`config.mk`:
```
export PLATFORM = sky130hd
export DESIGN_NAME = judge_hp_unit
export DESIGN_NICKNAME = d
export VERILOG_FILES = /design/src/rtl/game_pkg.sv /design/src/rtl/judge_hp_unit_factor_check.sv /design/src/rtl/judge_hp_unit.sv
export SDC_FILE = /design/constraint.sdc
export NUM_CORES = 1
export LEC_CHECK = 0
export BUFFER_PORTS_ARGS = -buffer_cell sky130_fd_sc_hd__buf_4
export CORE_ASPECT_RATIO = 0.7
export CORE_MARGIN = 8
export CORE_UTILIZATION = 50
export CTS_BUF_LIST = sky130_fd_sc_hd__clkbuf_8
export CTS_CLUSTER_DIAMETER = 100
export DETAILED_ROUTE_END_ITERATION = 10
export GPL_TIMING_DRIVEN = 0
export PLACE_DENSITY = 0.82
export SYNTH_ARGS = -nofsm -noshare
export SYNTH_HDL_FRONTEND = slang
export SYNTH_SLANG_ARGS = --single-unit
```
`constraint.sdc`:
```
create_clock -name CLK -period 4.3 [get_ports CLK]
set_clock_uncertainty 0.05 [all_clocks]
set_input_delay 0.215 -clock CLK [delete_from_list [all_inputs] [get_ports CLK]]
set_output_delay 0.215 -clock CLK [all_outputs]
set_load 0.01 [all_outputs]
```
`src/rtl/game_pkg.sv`:
```
// Codes shared between the game controller and the responder: controller state
// codes, judgement/HP status encodings and the judge FSM state type.
package game_pkg;

    localparam logic [3:0] ST_READY    = 4'd2;
    localparam logic [3:0] ST_QUESTION = 4'd3;
    localparam logic [3:0] ST_INPUT    = 4'd4;
    localparam logic [3:0] ST_DRAW     = 4'd6;
    localparam logic [3:0] ST_WRONG    = 4'd7;
    localparam logic [3:0] ST_GOOD     = 4'd8;
    localparam logic [3:0] ST_OUCH     = 4'd9;
    localparam logic [3:0] ST_WIN      = 4'd10;
    localparam logic [3:0] ST_LOSE     = 4'd11;

    localparam logic [1:0] JUDG_NONE  = 2'b00;
    localparam logic [1:0] JUDG_LOCAL = 2'b01;
    localparam logic [1:0] JUDG_OPP   = 2'b10;
    localparam logic [1:0] JUDG_DRAW  = 2'b11;

    localparam logic [1:0] HPS_ALIVE    = 2'b00;
    localparam logic [1:0] HPS_OPP_DOWN = 2'b01;
    localparam logic [1:0] HPS_MY_DOWN  = 2'b10;

    typedef enum logic [2:0] {
        J_IDLE,
        J_LOC_PEND,
        J_OPP_PEND,
        J_BAD,
        J_DONE
    } judge_state_t;

endpackage

```
`src/rtl/judge_hp_unit_factor_check.sv`:
```
// Two-stage answer checker: stage 1 captures the factors, stage 2 registers
// whether both are >=2 and their full-width product matches the question.
module factor_check #(
    parameter int NUM_W = 8
) (
    input  logic               CLK,
    input  logic               RST,
    input  logic               i_flush,
    input  logic               i_valid,
    input  logic [NUM_W-1:0]   i_a,
    input  logic [NUM_W-1:0]   i_b,
    input  logic [2*NUM_W-1:0] i_product,
    output logic               o_busy,
    output logic               o_ok_valid,
    output logic               o_ok
);

    localparam int PW = 2 * NUM_W;
    localparam logic [NUM_W-1:0] MIN_FACTOR = NUM_W'(2);

    logic             r_v1;
    logic [NUM_W-1:0] r_a;
    logic [NUM_W-1:0] r_b;
    logic             r_ok_valid;
    logic             r_ok;
    logic [PW-1:0]    w_prod_calc;
    logic             w_ok_calc;
    logic             w_take;

    assign w_prod_calc = PW'(r_a) * PW'(r_b);
    assign w_ok_calc   = (r_a >= MIN_FACTOR) && (r_b >= MIN_FACTOR) && (w_prod_calc == i_product);
    // Only one check may be in flight; later pulses are dropped, not queued.
    assign w_take      = i_valid && !o_busy;

    always_ff @(posedge CLK) begin
        if (RST || i_flush) begin
            r_v1       <= 1'b0;
            r_a        <= '0;
            r_b        <= '0;
            r_ok_valid <= 1'b0;
            r_ok       <= 1'b0;
        end else begin
            r_v1 <= w_take;
            if (w_take) begin
                r_a <= i_a;
                r_b <= i_b;
            end
            r_ok_valid <= r_v1;
            r_ok       <= r_v1 && w_ok_calc;
        end
    end

    assign o_busy     = r_v1 || r_ok_valid;
    assign o_ok_valid = r_ok_valid;
    assign o_ok       = r_ok;

endmodule

```
`src/rtl/judge_hp_unit.sv`:
```
// Responder side of the controller status link: judges local/opponent answers
// into WRONG/JUDG and keeps both players' hit points and the HP status code.
module judge_hp_unit
    import game_pkg::*;
#(
    parameter int NUM_W    = 8,
    parameter int HP_W     = 3,
    parameter int HP_INIT  = 3,
    parameter int DRAW_WIN = 25_000_000
) (
    input  logic               CLK,
    input  logic               RST,
    input  logic [3:0]         STATE,
    input  logic [2*NUM_W-1:0] Q_PRODUCT,
    input  logic               ANS_VALID,
    input  logic [NUM_W-1:0]   ANS_A,
    input  logic [NUM_W-1:0]   ANS_B,
    input  logic               OPP_OK,
    output logic               WRONG,
    output logic [1:0]         JUDG,
    output logic [1:0]         HP_STAT,
    output logic [HP_W-1:0]    MY_HP,
    output logic [HP_W-1:0]    OPP_HP
);

    localparam int CNT_W = (DRAW_WIN > 2) ? $clog2(DRAW_WIN) : 1;
    localparam logic [CNT_W-1:0] CNT_LAST  = CNT_W'(DRAW_WIN - 1);
    localparam logic [HP_W-1:0]  HP_RELOAD = HP_W'(HP_INIT);

    logic [3:0]         r_state_prev;
    logic [2*NUM_W-1:0] r_product;
    judge_state_t       r_fsm;
    judge_state_t       w_fsm_next;
    logic [CNT_W-1:0]   r_cnt;
    logic               r_wrong;
    logic               w_wrong_next;
    logic [1:0]         r_judg;
    logic [1:0]         w_judg_next;
    logic [HP_W-1:0]    r_my_hp;
    logic [HP_W-1:0]    r_opp_hp;
    logic [1:0]         r_hp_stat;

    logic w_in_input;
    logic w_accepting;
    logic w_abort;
    logic w_ans_acc;
    logic w_opp_acc;
    logic w_flush;
    logic w_busy;
    logic w_ok_valid;
    logic w_ok;
    logic w_loc_hit;
    logic w_loc_miss;
    logic w_expired;
    logic w_pend;
    logic w_entry;

    assign w_in_input  = (STATE == ST_INPUT);
    assign w_accepting = (r_fsm == J_IDLE) || (r_fsm == J_LOC_PEND) || (r_fsm == J_OPP_PEND);
    // Controller fell back to QUESTION mid-answer: drop everything for this round.
    assign w_abort     = w_accepting && (r_state_prev == ST_INPUT) && (STATE == ST_QUESTION);
    assign w_ans_acc   = ANS_VALID && w_in_input && w_accepting;
    assign w_opp_acc   = OPP_OK && w_in_input && w_accepting;
    assign w_flush     = w_abort || !w_accepting;
    assign w_loc_hit   = w_ok_valid && w_ok;
    assign w_loc_miss  = w_ok_valid && !w_ok;
    assign w_expired   = (r_cnt == CNT_LAST);
    assign w_pend      = (r_fsm == J_LOC_PEND) || (r_fsm == J_OPP_PEND);
    assign w_entry     = (STATE != r_state_prev);

    factor_check #(
        .NUM_W(NUM_W)
    ) u_factor_check (
        .CLK       (CLK),
        .RST       (RST),
        .i_flush   (w_flush),
        .i_valid   (w_ans_acc),
        .i_a       (ANS_A),
        .i_b       (ANS_B),
        .i_product (r_product),
        .o_busy    (w_busy),
        .o_ok_valid(w_ok_valid),
        .o_ok      (w_ok)
    );

    always_ff @(posedge CLK) begin
        if (RST) begin
            r_fsm   <= J_IDLE;
            r_wrong <= 1'b0;
            r_judg  <= JUDG_NONE;
            r_cnt   <= '0;
        end else begin
            r_fsm   <= w_fsm_next;
            r_wrong <= w_wrong_next;
            r_judg  <= w_judg_next;
            if (w_pend && (w_fsm_next == r_fsm))
                r_cnt <= r_cnt + CNT_W'(1);
            else
                r_cnt <= '0;
        end
    end

    always_comb begin
        w_fsm_next   = r_fsm;
        w_wrong_next = 1'b0;
        w_judg_next  = r_judg;
        case (r_fsm)
            J_IDLE: begin
                w_judg_next = JUDG_NONE;
                if (!w_abort) begin
                    if (w_loc_hit && w_opp_acc) begin
                        w_fsm_next  = J_DONE;
                        w_judg_next = JUDG_DRAW;
                    end else if (w_opp_acc) begin
                        w_fsm_next   = J_OPP_PEND;
                        w_wrong_next = w_loc_miss;
                    end else if (w_loc_hit) begin
                        w_fsm_next = J_LOC_PEND;
                    end else if (w_loc_miss) begin
                        w_fsm_next   = J_BAD;
                        w_wrong_next = 1'b1;
                    end
                end
            end
            J_LOC_PEND: begin
                if (w_abort) begin
                    w_fsm_next = J_IDLE;
                end else if (w_opp_acc) begin
                    w_fsm_next  = J_DONE;
                    w_judg_next = JUDG_DRAW;
                end else if (w_expired) begin
                    w_fsm_next  = J_DONE;
                    w_judg_next = JUDG_LOCAL;
                end
            end
            J_OPP_PEND: begin
                if (w_abort) begin
                    w_fsm_next = J_IDLE;
                end else if (w_loc_hit) begin
                    w_fsm_next  = J_DONE;
                    w_judg_next = JUDG_DRAW;
                end else begin
                    w_wrong_next = w_loc_miss && w_in_input;
                    if (w_expired) begin
                        w_fsm_next  = J_DONE;
                        w_judg_next = JUDG_OPP;
                    end
                end
            end
            J_BAD: begin
                if (STATE == ST_WRONG)
                    w_fsm_next = J_IDLE;
                else
                    w_wrong_next = 1'b1;
            end
            J_DONE: begin
                // Keep the verdict until the controller is back to READY/QUESTION.
                if ((STATE == ST_READY) || (STATE == ST_QUESTION)) begin
                    w_fsm_next  = J_IDLE;
                    w_judg_next = JUDG_NONE;
                end
            end
            default: begin
                w_fsm_next  = J_IDLE;
                w_judg_next = JUDG_NONE;
            end
        endcase
    end

    always_ff @(posedge CLK) begin
        if (RST) begin
            r_state_prev <= 4'd0;
            r_product    <= '0;
            r_my_hp      <= HP_RELOAD;
            r_opp_hp     <= HP_RELOAD;
            r_hp_stat    <= HPS_ALIVE;
        end else begin
            r_state_prev <= STATE;
            if (STATE == ST_QUESTION)
                r_product <= Q_PRODUCT;
            if (w_entry) begin
                case (STATE)
                    ST_GOOD: begin
                        if (r_opp_hp != '0)
                            r_opp_hp <= r_opp_hp - HP_W'(1);
                    end
                    ST_OUCH: begin
                        if (r_my_hp != '0)
                            r_my_hp <= r_my_hp - HP_W'(1);
                    end
                    ST_READY: begin
                        if ((r_state_prev == ST_WIN) || (r_state_prev == ST_LOSE)) begin
                            r_my_hp  <= HP_RELOAD;
                            r_opp_hp <= HP_RELOAD;
                        end
                    end
                    default: ;
                endcase
            end
            if (r_opp_hp == '0)
                r_hp_stat <= HPS_OPP_DOWN;
            else if (r_my_hp == '0)
                r_hp_stat <= HPS_MY_DOWN;
            else
                r_hp_stat <= HPS_ALIVE;
        end
    end

    assign WRONG   = r_wrong;
    assign JUDG    = r_judg;
    assign HP_STAT = r_hp_stat;
    assign MY_HP   = r_my_hp;
    assign OPP_HP  = r_opp_hp;

endmodule

```
# == Word-level counts from Yosys, hierarchy flattened ==
# Index checks and enable logic that the tools add are counted.
# word_totals
regBits,78
inputBits,40
output_inout_bits,11
elab_cells,125
# classes
n_addsub,3
mul,1
n_lt_le_gt_ge,2
n_eq_ne,25
mux,39
bitwise,2
n_reduce_logical,38
# ops
operator,n
two-way mux 3 bit,15
"adder 25 x 1 -> 25 bit, second input constant",1
"== test 25 bit, second input constant",1
two-way mux 2 bit,10
== test 16 bit,1
"== test 4 bit, second input constant",4
">= comparator 8 x 2 -> 1 bit, second input constant",2
multiplier 8 x 8 -> 16 bit,1
logical AND 1 bit,15
case mux 3 bit (5 select lines),1
"== test 4 x 3 -> 1 bit, second input constant",3
case mux 3 bit (2 select lines),2
"inequality test 2 bit, second input constant",5
case mux 2 bit (5 select lines),1
logical NOT 3 bit,3
two-way mux 1 bit,9
"== test 4 x 2 -> 1 bit, second input constant",2
logical OR 1 bit,8
AND reduction 4 bit,2
"== test 3 x 2 -> 1 bit, second input constant",2
"inequality test 3 bit, second input constant",2
AND reduction 6 bit,1
nonzero test 3 bit,2
"subtractor 3 x 1 -> 3 bit, second input constant",2
other kinds (10),15

# == Depth between registers and ports, before layout ==
# Gate-level depths: netlist (run 1).
# logic_depth
word_depth,12
ltp_mapped,16
mapped_depth_nobuf,15

# == Cells and area by module ==
# A second synthesis (run 1) with hierarchy kept.
# unflattened
cells_unflattened,711
hier_area_um2,5977.0
# by_module_without_submodules
module,instances,cells_each,area_per_inst_um2,seq_area_each_um2
factor_check,1,368,3199.3,380.4
judge_hp_unit,1,343,2777.7,1181.1

# == Worst setup path before layout (run 1) ==
# OpenSTA, ideal clock, no wires.
# synth_timing
path_type,register to register
start,register u_factor_check.r_b[7]
end,register u_factor_check.r_ok (netlist: u_factor_check.o_ok)
setup_ns,0.092
arrival_ns,4.357
required_ns,4.158
setup_slack_ns,-0.199
path_stages_with_launch,15
path_buffers,1
synth_period_minus_slack_ns,4.499
path_cell_list,dfxtp_1 clkbuf_1 nand2_1 fa_1 fa_1 fa_1 fa_1 inv_1 ha_1 a21o_1 a21oi_2 a32oi_1 or4_1 and3_1 nor4_1
# synth_between
elab_chain_len,4
word_cells_on_any_way,6
classes_between,mul: 1; order compare: 1; eq/ne: 1; reduce/logical: 3
# synth_lines
element,line,source
from (decl),judge_hp_unit_factor_check.sv:23,logic [NUM_W-1:0] r_b;
from (signal assigned),judge_hp_unit_factor_check.sv:46,r_b <= i_b;
multiplier 8 x 8 -> 16 bit / >= comparator 8 x 2 -> 1 bit (equally long branches),"judge_hp_unit_factor_check.sv:30, judge_hp_unit_factor_check.sv:31",
== test 16 bit / logical AND 1 bit (equally long branches),judge_hp_unit_factor_check.sv:31,assign w_ok_calc = (r_a >= MIN_FACTOR) && (r_b >= MIN_FACTOR) && (w_prod_calc == i_product);
logical AND 1 bit *,judge_hp_unit_factor_check.sv:31,
logical AND 1 bit *,judge_hp_unit_factor_check.sv:49,r_ok <= r_v1 && w_ok_calc;
to (signal assigned),judge_hp_unit_factor_check.sv:49,
to (decl),judge_hp_unit_factor_check.sv:25,logic r_ok;
# Every way passes the cells marked *; elsewhere a longest branch is shown, timed or not.
# A chain may end at the register's enable or synchronous reset.

# == Worst setup path after layout (run 1) ==
# layout_timing
start,register u_factor_check.r_b[2]
end,register u_factor_check.r_ok (netlist: u_factor_check.o_ok)
# The elaborated chain is that of the path after synthesis.

==> metrics.md, run 1 <==
| Metric | Value |
|---|---|
| Outcome | finished with violations |
| Violated checks | setup timing |
| WHS | 0.0380 ns |
| Fmax | 0.223 GHz |
| Drc violations | 0 |
| Mapped Cells | 673 |
| First-pass GRT wire length | 24900 um |
| Gr usage total | 20.4% |
| Max VDD drop | 0.179 mV |
| Logic pwr share | 7.3% |
| Least-Margin Pin Slew | 0.954 ns |
| CTS root buffer | clkbuf_8 |
| NetSw | 0.376 mW |
| Fin crit period | 4.47 ns |
| Rel. slew slack | 35.5% |
| Total Nets Final | 883 |
| Num Clock Sinks | 78 |
| Initial drt markers | 244 |
| Layout Utilization | 64.0% |
| Final count of hold timing violations | 0 |
| Most used DFF post-synth | dfxtp_1 |
| Wire length per cell | 16.4 um |
| Initial core utilization | 51.6% |
| EDFF count, synth | 0 |
| Share of layout cells above drive strength 1 | 22.4% |
| IO Port Bufs | 49 |
| Yosys cell types | 57 |
| Switching Fraction | 25.0% |
| Fillers | 891 |
| Slowest cell on the critical path | fa_1 |
| Hold Crit Class | input port to register |
| Critical path peak fanout | 5 |
| Fin worst setup slack | -0.175 ns |
| YS warnings | 0 |
| Cell Chain, Critical Path | clkbuf_8, nand2_4, fa_1, fa_1, fa_1, fa_1, inv_2, ha_4, and3_4, or3b_4, a32oi_4, buf_6, xnor2_2, nand2_1, nor4_2 |
| DP Cell Count | 875 |
| Die footprint | 15200 um2 |
| Syn Nets | 790 |
| CORE AREA | 11100 um2 |
| TritonRoute pass-1 iters | 5 |
| Worst setup SP type | register |
| Worst R2R End | u_factor_check.o_ok |
| H-tree depth | 3 |
| Mean Syn Cell Area | 8.51 um2 |
| RSZ-0062 raised after global routing | true |
| Met3 Resource Use GR | 4.91% |
| Multi-input gate area in the final layout | 3990 um2 |
| Global routing met2 resource utilization | 32.8% |
| Int Power | 1.13 mW |
| Final wirelength | 15200 um |
| # diodes | 0 |
| R2R Setup Slk | -0.17 ns |
| DP Area | 6330 um2 |
| Total grt overflow | 0 |
| Max_cap viols | 0 |
| Sequential-to-total area share from yosys stat | 27.3% |
| Crit Path Class | register to register |
| Longest Clk Path Bufs | 2 |
| Clock power share | 43.5% |
| P per Cell Area | 211 nW/um2 |
| Setup TNS | -0.175 ns |
| Final setup vio count | 1 |
| Initial antenna violation count | 0 |
| Overall die height | 106 um |
| Worst r2r src | u_factor_check.r_b[2] |
| # IOs | 51 |
| Antenna Nets Post-Route | 0 |
| Design Power | 1.50 mW |
| Crit path DAT | 4.70 ns |
| Register bit total from synthesis | 78 |
| Asr flop ratio synth | 0% |
| Sequential share of power | 49.2% |
| Row cnt | 32 |
| Vias in the first global route | 5256 |
| Vias/cell | 5.48 |
| Worst setup path endpoint | u_factor_check.o_ok |
| Design area | 7100 um2 |
| R2R depth | 15 |
| CP startpoint | u_factor_check.r_b[2] |
| Clock latency on the worst-skew pair | 0.36 ns |
| P&R area growth vs syn | 24.0% |
| CTS tree | done |
| RD Place Congestion | 0.881 |
| Pin count of the biggest net entering global routing | 17 |
| Chip width | 144 um |
| Placement Setup Slack | -0.430 ns |
| Crit path top cell by count | fa_1 |
| Critical path required time | 4.53 ns |
| Post-route non-filler standard cell count | 924 |
| Clock Pin Slew Worst Setup and Hold Paths | 0.09 ns |
| Static leakage | 3.18 nW |
| CTS Buf Count | 9 |
| Met1 Track Usage GR | 25.9% |
| Post-DP HPWL | 11000 um |
| Most used routing layer | met2 |
| Worst setup EP type | register |
| DR vias | 5059 |
| Register Area | 1580 um2 |
| Slowest stage delay, CP | 0.57 ns |
| Crit share post-route | 104% |
| Final Slew Violations | 0 |
| Mapped Area | 5730 um2 |
cell usage after synthesis, drive strengths merged (5+ instances only):
cell type / n / area, um2
nand2: 90 / 338
dfxtp: 78 / 1560
inv: 65 / 244
nor2: 56 / 210
ha: 41 / 513
fa: 36 / 721
a21oi: 34 / 174
and2: 34 / 213
xnor2: 25 / 219
mux2i: 24 / 240
xor2: 24 / 218
clkbuf: 23 / 88.8
nand3: 14 / 70.1
o21ai: 10 / 61.3
and3: 9 / 61.3
nor2b: 9 / 56.3
nor3: 9 / 50.1
nor4: 9 / 56.3
a211oi: 8 / 60.1
nand2b: 8 / 50.1
nand4: 8 / 50.1
buf: 7 / 46.3
or4: 5 / 37.5
cell usage in the layout (no fill, tap or decap), types with 24 or more instances in the layout:
cell type	Yosys	final
buf_4	0	83
nand2_1	90	81
dfxtp_1	78	67
inv_1	65	62
nor2_1	56	55
fa_1	36	36
and2_1	34	34
ha_1	41	34
a21oi_1	33	33
mux2i_1	24	24
xnor2_1	25	24
cell families (layout without fill, tap and decap cells):
kind of cell / count (synthesis) / in the layout / share of synthesized area, %
flops: 78 / 78 / 27.3
fa+ha+maj: 77 / 77 / 21.5
compound gates: 77 / 77 / 8.74
mux: 24 / 24 / 4.19
simple gates: 273 / 273 / 24.0
buf+inv: 95 / 193 / 6.62
xor+xnor: 49 / 49 / 7.63
routing by layer:
| metal | wire [um] | vias to the layer above |
|---|---|---|
| li1 | - | 2418 |
| met1 | 6790 | 2451 |
| met2 | 7100 | 163 |
| met3 | 972 | 27 |
| met4 | 308 | 0 |
| met5 | 0 | - |
critical path: cells and delay by family (launching register included):
kind,cells,cell delay (ns)
adders and majority gates,5,2.29
xor gates and xnor gates,1,0.10
and+or+nand+nor,5,0.97
buffers and inverters,3,0.35
DFF,1,0.34
AOI/OAI and AO/OA,1,0.29
sequential cells by signal, summed over array words and instances, names as in the netlist:
name,cells
HP_STAT,2
JUDG,2
MY_HP,3
OPP_HP,3
WRONG,1
r_cnt,25
r_fsm,3
r_product,16
r_state_prev,4
u_factor_check.o_ok,1
u_factor_check.o_ok_valid,1
u_factor_check.r_a,8
u_factor_check.r_b,8
u_factor_check.r_v1,1
area by class of cell:
| type | count | share of cell area, % |
|---|---|---|
| clock buffer | 9 | 1.74 |
| inverter | 65 | 3.44 |
| clock inverter | 7 | 1.53 |
| sequential | 78 | 22.3 |
| multi-input combinational | 500 | 56.3 |
| tap | 153 | 2.70 |
| buffer | 26 | 2.89 |
| timing repair buffer | 86 | 9.15 |
power by group through the flow:
stage / Sequential, mW / Clock (mW) / Combinational (mW)
after global placement: 0.754 / 0 / 0.0956
after CTS: 0.738 / 0.669 / 0.108
final: 0.738 / 0.654 / 0.109
after floorplan: 0.753 / 0 / 0.0494
after detailed placement: 0.755 / 0 / 0.0995
after global routing: 0.740 / 0.697 / 0.118
worst min-delay path by stage:
stage | startpoint | end | slack [ns] | cells past startpoint
floorplan | STATE[1] | r_state_prev[1] | 0.29 | 1
global placement | ANS_B[4] | u_factor_check.r_b[4] | 0.39 | 3
detailed placement | ANS_B[1] | u_factor_check.r_b[1] | 0.40 | 3
CTS | ANS_B[7] | u_factor_check.r_b[7] | 0.02 | 3
global route | ANS_A[0] | u_factor_check.r_a[0] | 0.02 | 3
finish | ANS_A[1] | u_factor_check.r_a[1] | 0.04 | 3
timing repair:
item,4_1_cts,5_1_grt
cloned,2,0
buffers inserted,29,6
hold buffers,0,0
pin swaps,32,19
resized for setup,55,24
endpoints found under the hold margin,0,0
endpoints found under the setup margin,1,1
Note: power is estimated with default switching activity, not from simulation.
==> run 2, diff against run 1 <==
--- a/config.mk
+++ b/config.mk
@@ -6,14 +6,16 @@
 export NUM_CORES = 1
 export LEC_CHECK = 0
 export BUFFER_PORTS_ARGS = -buffer_cell sky130_fd_sc_hd__buf_4
+export CELL_PAD_IN_SITES_DETAIL_PLACEMENT = 1
+export CELL_PAD_IN_SITES_GLOBAL_PLACEMENT = 2
 export CORE_ASPECT_RATIO = 0.7
 export CORE_MARGIN = 8
-export CORE_UTILIZATION = 50
+export CORE_UTILIZATION = 34
 export CTS_BUF_LIST = sky130_fd_sc_hd__clkbuf_8
 export CTS_CLUSTER_DIAMETER = 100
 export DETAILED_ROUTE_END_ITERATION = 10
 export GPL_TIMING_DRIVEN = 0
-export PLACE_DENSITY = 0.82
+export PLACE_DENSITY = 0.89
 export SYNTH_ARGS = -nofsm -noshare
 export SYNTH_HDL_FRONTEND = slang
 export SYNTH_SLANG_ARGS = --single-unit
==> metrics.md, run 2 (synthesis results as in run 1) <==
| Metric | Value |
|---|---|
| Drc violations | 0 (unchanged) |
| Longest Clk Path Bufs | 2 (unchanged) |
| Final count of hold timing violations | 0 (unchanged) |
| CTS Buf Count | 9 (unchanged) |
| RSZ-0062 raised after global routing | true |
| CTS tree | done |
| Commonest cells after routing, fill and taps aside | buf_4 (84), nand2_1 (83), dfxtp_1 (69), inv_1 (60), nor2_1 (56) |
| Largest Register | r_cnt |
| Rel. slew slack | 43.0% (+7.6 points) |
| Row cnt | 39 (+22%) |
| Critical path peak fanout | 5 (unchanged) |
| Crit Path Class | register to register |
| Fillers | 1950 (+120%) |
| Crit path DAT | 4.75 ns (+0.05 ns) |
| R2R Setup Slk | -0.21 ns (-0.03 ns) |
| Multi-input gate area in the final layout | 4010 um2 (+0.31%) |
| Chip width | 171 um (+19%) |
| Hold_sp | ANS_B[6] |
| Clock latency on the worst-skew pair | 0.38 ns (+0.02 ns) |
| Post-DP HPWL | 12600 um (+15%) |
| DR vias | 5101 (+0.83%) |
| Final setup vio count | 1 (unchanged) |
| Biggest regs | r_cnt: 25 flops, r_product: 16 flops |
| Max_cap viols | 0 (unchanged) |
| Design Power | 1.45 mW (-3.3%) |
| Initial antenna violation count | 0 (unchanged) |
| Violated checks | setup timing |
| DP Area | 6420 um2 (+1.4%) |
| Vias in the first global route | 5624 (+7.0%) |
| Share of layout cells above drive strength 1 | 22.5% (about the same) |
| Commonest non-fill, non-tap cell in the layout | buf_4 |
| IO Port Bufs | 49 (unchanged) |
| Least-Margin Pin Slew | 0.843 ns (-0.112 ns) |
| Crit share post-route | 105% (+0.78 points) |
| Design area | 7210 um2 (+1.6%) |
| Outcome | finished with violations |
| # diodes | 0 (unchanged) |
| Hold Crit Class | input port to register |
| CORE AREA | 16400 um2 (+48%) |
| RD Place Congestion | 0.832 (-5.6%) |
| Overall die height | 125 um (+18%) |
| Final Slew Violations | 0 (unchanged) |
| Critical path required time | 4.54 ns (about the same) |
| Register Area | 1580 um2 (-0.32%) |
| First-pass GRT wire length | 28700 um (+15%) |
| R2R depth | 14 (-1) |
| Vias/cell | 5.10 (-6.8%) |
| Hold Crit Depth | 3 (unchanged) |
| Hold EP | u_factor_check.r_b[6] |
| Worst setup SP type | register |
| P&R area growth vs syn | 26.0% |
| H-tree depth | 3 (unchanged) |
| Wire length per cell | 17.8 um (+8.3%) |
| Initial drt markers | 247 (+1.2%) |
| Worst R2R End | u_factor_check.o_ok |
| Fin worst setup slack | -0.208 ns (-0.0335 ns) |
| Max FFs per register | 25 (unchanged) |
| Antenna Nets Post-Route | 0 (unchanged) |
| Num Clock Sinks | 78 (unchanged) |
| P per Cell Area | 201 nW/um2 (-4.9%) |
| Clock Pin Slew Worst Setup and Hold Paths | 0.09 ns (about the same) |
| Worst r2r src | u_factor_check.r_a[2] |
| Total grt overflow | 0 (unchanged) |
| Final wirelength | 17800 um (+17%) |
| Initial core utilization | 34.9% (-17 points) |
| Die footprint | 21300 um2 (+40%) |
| Gr usage total | 16.8% (-3.5 points) |
| Static leakage | 3.16 nW (-0.68%) |
| TritonRoute pass-1 iters | 4 (-1) |
| Fin crit period | 4.51 ns (+0.0335 ns) |
| # IOs | 51 (unchanged) |
| Worst setup EP type | register |
| Max VDD drop | 0.136 mV (-24%) |
| Total Nets Final | 887 (+0.45%) |
| CTS root buffer | clkbuf_8 |
| Fmax | 0.222 GHz (-0.74%) |
| Pin count of the biggest net entering global routing | 16 (-1) |
==> run 2: changes by cell type in the layout (fill, tap and decap cells not counted), moves of 2 or more <==
cell	change
fa_2	+2
clkinv_2	+2
fa_1	-2
inv_2	+2
inv_1	-2
dfxtp_1	+2
buf_8	-3
nand2_4	-2
nand2_1	+2
clkbuf_8	+7
==> run 2: how the worst max path moves through the flow <==
stage	endpoint	slack, ns	start	cells past startpoint
2_1_floorplan	u_factor_check.o_ok	0.01	u_factor_check.r_b[7]	14
3_3_place_gp	u_factor_check.o_ok	-0.43	u_factor_check.r_a[1]	14
6_report	u_factor_check.o_ok	-0.21	u_factor_check.r_a[2]	14
3_5_place_dp	u_factor_check.o_ok	-0.50	u_factor_check.r_a[1]	14
5_1_grt	u_factor_check.o_ok	-0.31	u_factor_check.r_a[2]	14
4_1_cts	u_factor_check.o_ok	-0.18	u_factor_check.r_b[2]	14
==> run 2: final cells by class <==
cell class	count	share of cell area (%)
multi-input cells	500	55.5
flip-flops and latches	78	21.9
repair buffers	86	8.95
well taps	225	3.90
plain buffers	30	3.56
inverters	65	3.38
clock buffers	9	1.72
clock inverters	7	1.08
==> run 2: power by group <==
part	leakage [nW]	switching [mW]	total [mW]	internal, mW
sequential	0.636	0.00870	0.738	0.730
clock	0.106	0.324	0.600	0.277
combinational	2.42	0.0564	0.113	0.0563
==> run 2: metrics by stage <==
stage / setup slack (ns) / setup TNS, ns / instances / util [%] / hold WS (ns)
after floorplan: 0.0138 / 0 / 673 / - / 0.293
after global placement: -0.429 / -0.429 / 947 / 39.1 / 0.393
after detailed placement: -0.496 / -0.496 / 947 / 39.1 / 0.405
after CTS: -0.181 / -0.181 / 998 / 43.4 / 0.00300
after global routing: -0.314 / -0.314 / 1000 / 44.0 / 0.0241
final: -0.208 / -0.208 / 1000 / 44.0 / 0.0228
==> run 2: worst max-delay path, cell delays in order, from the launching register on <==
cell and delay [ns]:
dfxtp_4 0.38, buf_8 0.12, nand2_1 0.07, fa_1 0.51, fa_1 0.54, fa_1 0.56, inv_1 0.06, fa_1 0.52
ha_4 0.22, o21a_1 0.20, o21ai_2 0.20, a32oi_4 0.10, or4_1 0.49, and3_4 0.17, nor4_4 0.23
==> run 2: metal layers <==
layer  up-vias  track usage [%]  wire [um]
li1       2426                -          -
met1      2515             21.6       8050
met2       123             26.8       8310
met3        37             3.70        945
met5         -                0          0
met4         0             6.94        463
==> run 2: repair_timing <==
item	CTS	global route
endpoints found under the hold margin	0	0
hold buffers	0	0
gates resized for setup	57	16
pin swaps	31	17
endpoints found under the setup margin	1	1
gates cloned	2	0
setup buffers	33	2
==> run 3, diff against run 2 <==
--- a/config.mk
+++ b/config.mk
@@ -5,14 +5,14 @@
 export SDC_FILE = /design/constraint.sdc
 export NUM_CORES = 1
 export LEC_CHECK = 0
+export ABC_AREA = 1
 export BUFFER_PORTS_ARGS = -buffer_cell sky130_fd_sc_hd__buf_4
 export CELL_PAD_IN_SITES_DETAIL_PLACEMENT = 1
 export CELL_PAD_IN_SITES_GLOBAL_PLACEMENT = 2
 export CORE_ASPECT_RATIO = 0.7
 export CORE_MARGIN = 8
-export CORE_UTILIZATION = 34
+export CORE_UTILIZATION = 32
 export CTS_BUF_LIST = sky130_fd_sc_hd__clkbuf_8
-export CTS_CLUSTER_DIAMETER = 100
 export DETAILED_ROUTE_END_ITERATION = 10
 export GPL_TIMING_DRIVEN = 0
 export PLACE_DENSITY = 0.89
==> constraint.sdc (replaced) <==
create_clock -name CLK -period 3.8 [get_ports CLK]
set_clock_uncertainty 0.05 [all_clocks]
set_input_delay 0.19 -clock CLK [delete_from_list [all_inputs] [get_ports CLK]]
set_output_delay 0.19 -clock CLK [all_outputs]
set_load 0.01 [all_outputs]
==> metrics.md, run 3 <==
| Metric | Value |
|---|---|
| Critical path required time | 4.03 ns (-0.51 ns) |
| Met3 Resource Use GR | 3.50% (-0.21 points) |
| Design area | 7570 um2 (+5.0%) |
| Crit share post-route | 107% (+2.3 points) |
| Yosys cell types | 33 (-42%) |
| Max_cap viols | 0 (unchanged) |
| Crit path max-delay family | adder cells |
| Rel. slew slack | 60.7% (+18 points) |
| Pin count of the biggest net entering global routing | 15 (-1) |
| Max FFs per register | 25 (unchanged) |
| WP depth | 16 (+2) |
| Commonest cells after routing, fill and taps aside | inv_1 (171), nand2_1 (166), nor2_1 (78), buf_4 (75), dfxtp_1 (68) |
| Longest Clk Path Bufs | 2 (unchanged) |
| Syn Nets | 973 (+23%) |
| Fillers | 2359 (+21%) |
| Overall die height | 131 um (+5.2%) |
| Global routing met2 resource utilization | 23.9% (-2.9 points) |
| H-tree depth | 3 (unchanged) |
| RSZ-0062 raised after global routing | true |
| Share of layout cells above drive strength 1 | 20.4% (-2.1 points) |
| Gr usage total | 15.7% (-1.2 points) |
| CTS Buf Count | 9 (unchanged) |
| Yosys top cell area share | 25.8% (-1.5 points) |
| Most used DFF post-synth | dfxtp_1 |
| Crit Path Class | register to register |
| Fmax | 0.246 GHz (+11%) |
| Slowest stage delay, CP | 0.54 ns (-0.02 ns) |
| Hold Crit Depth | 3 (unchanged) |
| Final Slew Violations | 0 (unchanged) |
| Outcome | finished with violations |
| Final setup vio count | 1 (unchanged) |
| Post-DP HPWL | 13500 um (+7.1%) |
| Wire length per cell | 14.7 um (-17%) |
| Initial core utilization | 32.3% (-2.6 points) |
| Crit path top cell by count | fa_1 |
| Worst setup SP type | register |
| DP Cell Count | 1147 (+21%) |
| Cell Chain, Critical Path | buf_8, nand2_4, fa_1, fa_1, fa_1, inv_1, fa_1, ha_4, a21oi_2, inv_2, a31oi_4, nand2_4, a21oi_2, xor2_1, nand3_1, nor2_2 |
| R2R depth | 16 (+2) |
| Critical path peak fanout | 7 (+2) |
| Largest Register | r_cnt |
| Register bit total from synthesis | 78 (unchanged) |
| Static leakage | 3.62 nW (+14%) |
| P&R area growth vs syn | 25.1% |
| Commonest non-fill, non-tap cell in the layout | inv_1 |
| EDFF count, synth | 0 (unchanged) |
| Chip width | 180 um (+5.4%) |
| RD Place Congestion | 0.836 (+0.48%) |
| TritonRoute pass-1 iters | 6 (+2) |
| WHS | 0.0168 ns (-0.00594 ns) |
| Vias in the first global route | 5906 (+5.0%) |
| YS warnings | 0 (unchanged) |
| Slowest cell on the critical path | fa_1 |
| Asr flop ratio synth | 0% (unchanged) |
| Mapped Area | 6050 um2 (+5.7%) |
| Clock latency on the worst-skew pair | 0.37 ns (about the same) |
| Mapped Cells | 856 (+27%) |
| Placement Setup Slack | -0.561 ns (-0.0649 ns) |
| Antenna Nets Post-Route | 0 (unchanged) |
| Violated checks | setup timing |
| Fin crit period | 4.07 ns (-0.436 ns) |
| Post-route non-filler standard cell count | 1193 (+19%) |
| IO Port Bufs | 49 (unchanged) |
| Total grt overflow | 0 (unchanged) |
| Max VDD drop | 0.181 mV (+34%) |
| Synth area leaders | dfxtp_1 (26%), fa_1 (12%), inv_1 (11%) |
| # diodes | 0 (unchanged) |
| DR vias | 5522 (+8.3%) |
| Fin worst setup slack | -0.272 ns (-0.0643 ns) |
| Crit path DAT | 4.31 ns (-0.44 ns) |
| Initial drt markers | 274 (+11%) |
| Num Clock Sinks | 78 (unchanged) |
| Synth cell count leaders | inv_1 (177), nand2_1 (177), nor2_1 (80), dfxtp_1 (78), o21ai_0 (42) |
| CTS tree | done |
| Clock Pin Slew Worst Setup and Hold Paths | 0.10 ns (about the same) |
| CP startpoint | u_factor_check.r_b[6] |
| Row cnt | 42 (+7.7%) |
| Sequential-to-total area share from yosys stat | 25.8% (-1.5 points) |
| Hold Crit Class | input port to register |
| Worst setup path endpoint | u_factor_check.o_ok |
| Final wirelength | 17600 um (-1.0%) |
| Initial antenna violation count | 0 (unchanged) |
| Met1 Track Usage GR | 22.3% (+0.75 points) |
| First-pass GRT wire length | 30100 um (+4.7%) |
| Most used routing layer | met2 |
| Vias/cell | 4.63 (-9.3%) |
| Buffers & Inverters on Critical Path | 3 (+1) |
| Leading area contributor after synthesis | dfxtp_1 |
| Worst setup EP type | register |
| R2R Setup Slk | -0.27 ns (-0.06 ns) |
| Die footprint | 23600 um2 (+11%) |
| Total Nets Final | 1063 (+20%) |
| CORE AREA | 18700 um2 (+14%) |
| Worst R2R End | u_factor_check.o_ok |
| CTS root buffer | clkbuf_8 |
| Drc violations | 0 (unchanged) |
| Final count of hold timing violations | 0 (unchanged) |
| DP Area | 6800 um2 (+6.0%) |
| Mean Syn Cell Area | 7.07 um2 (-17%) |
| # IOs | 51 (unchanged) |
| Worst r2r src | u_factor_check.r_b[6] |
| Setup TNS | -0.272 ns (-0.0643 ns) |
| Least-Margin Pin Slew | 0.589 ns (-0.254 ns) |
| P per Cell Area | 237 nW/um2 (+18%) |
| Biggest regs | r_cnt: 25 flops, r_product: 16 flops |
-- run 3: changes by cell type after synthesis, moves of 24 or more --
| cell | delta |
|---|---|
| inv_1 | +112 |
| nand2_1 | +87 |
| and2_1 | -34 |
| o21ai_0 | +33 |
| mux2i_1 | -24 |
| nor2_1 | +24 |
-- run 3: what timing repair did --
item / 4_1_cts / 5_1_grt
gates resized for setup: 67 / 15
endpoints found under the hold margin: 1 / 0
cloned: 3 / 0
setup endpoints to repair: 1 / 1
hold buffers: 1 / 0
pin swaps: 31 / 14
buffers inserted: 20 / 7
-- run 3: kinds of logic after synthesis --
| family | count (synthesis) | synth area share (%) |
|---|---|---|
| simple gates | 357 | 25.9 |
| buf+inv | 209 | 13.2 |
| compound gates | 92 | 8.21 |
| flops | 78 | 25.8 |
| fa+ha+maj | 77 | 20.4 |
| xor+xnor | 43 | 6.45 |
-- run 3: worst min path at each step --
stage                  start  slack, ns             to
6_report       Q_PRODUCT[13]       0.02  r_product[13]
5_1_grt        Q_PRODUCT[11]       0.02  r_product[11]
4_1_cts        Q_PRODUCT[13]      0.008  r_product[13]
3_5_place_dp             RST       0.33     HP_STAT[1]
3_3_place_gp             RST       0.34     HP_STAT[1]
2_1_floorplan            RST       0.22     HP_STAT[1]
-- run 3: power by group --
group          leakage, nW  switching [mW]  total [mW]  internal (mW)
sequential           0.637          0.0157       0.853          0.837
combinational         2.87           0.122       0.218         0.0958
clock                0.115           0.352       0.726          0.374
-- run 3: area by class of cell --
type / instances / area (um2) / share of cell area, %
repair buffers: 80 / 607 / 8.02
clock inverters: 7 / 98.8 / 1.31
multi-input cells: 569 / 3920 / 51.8
inverters: 180 / 676 / 8.92
well taps: 242 / 303 / 4.00
plain buffers: 28 / 268 / 3.54
flip-flops and latches: 78 / 1570 / 20.8
clock buffers: 9 / 124 / 1.64
-- run 3: through the flow --
step	utilization [%]	total power [mW]
final	40.5	1.80
after global routing	40.5	1.88
after CTS	40.0	1.81
after detailed placement	36.4	1.07
after global placement	36.4	1.07
after floorplan	-	0.986
-- run 3: tightest hold or removal path, stage by stage --
cell     delay, ns
buf_4         0.07
o21ai_0       0.07
nor2_1        0.07
-- run 3: per-layer routing --
layer  share of wire [%]  vias up
met5                   0        -
met4                0.78        0
met3                 4.5       12
met2                  41       78
met1                  54     2638
li1                    -     2794
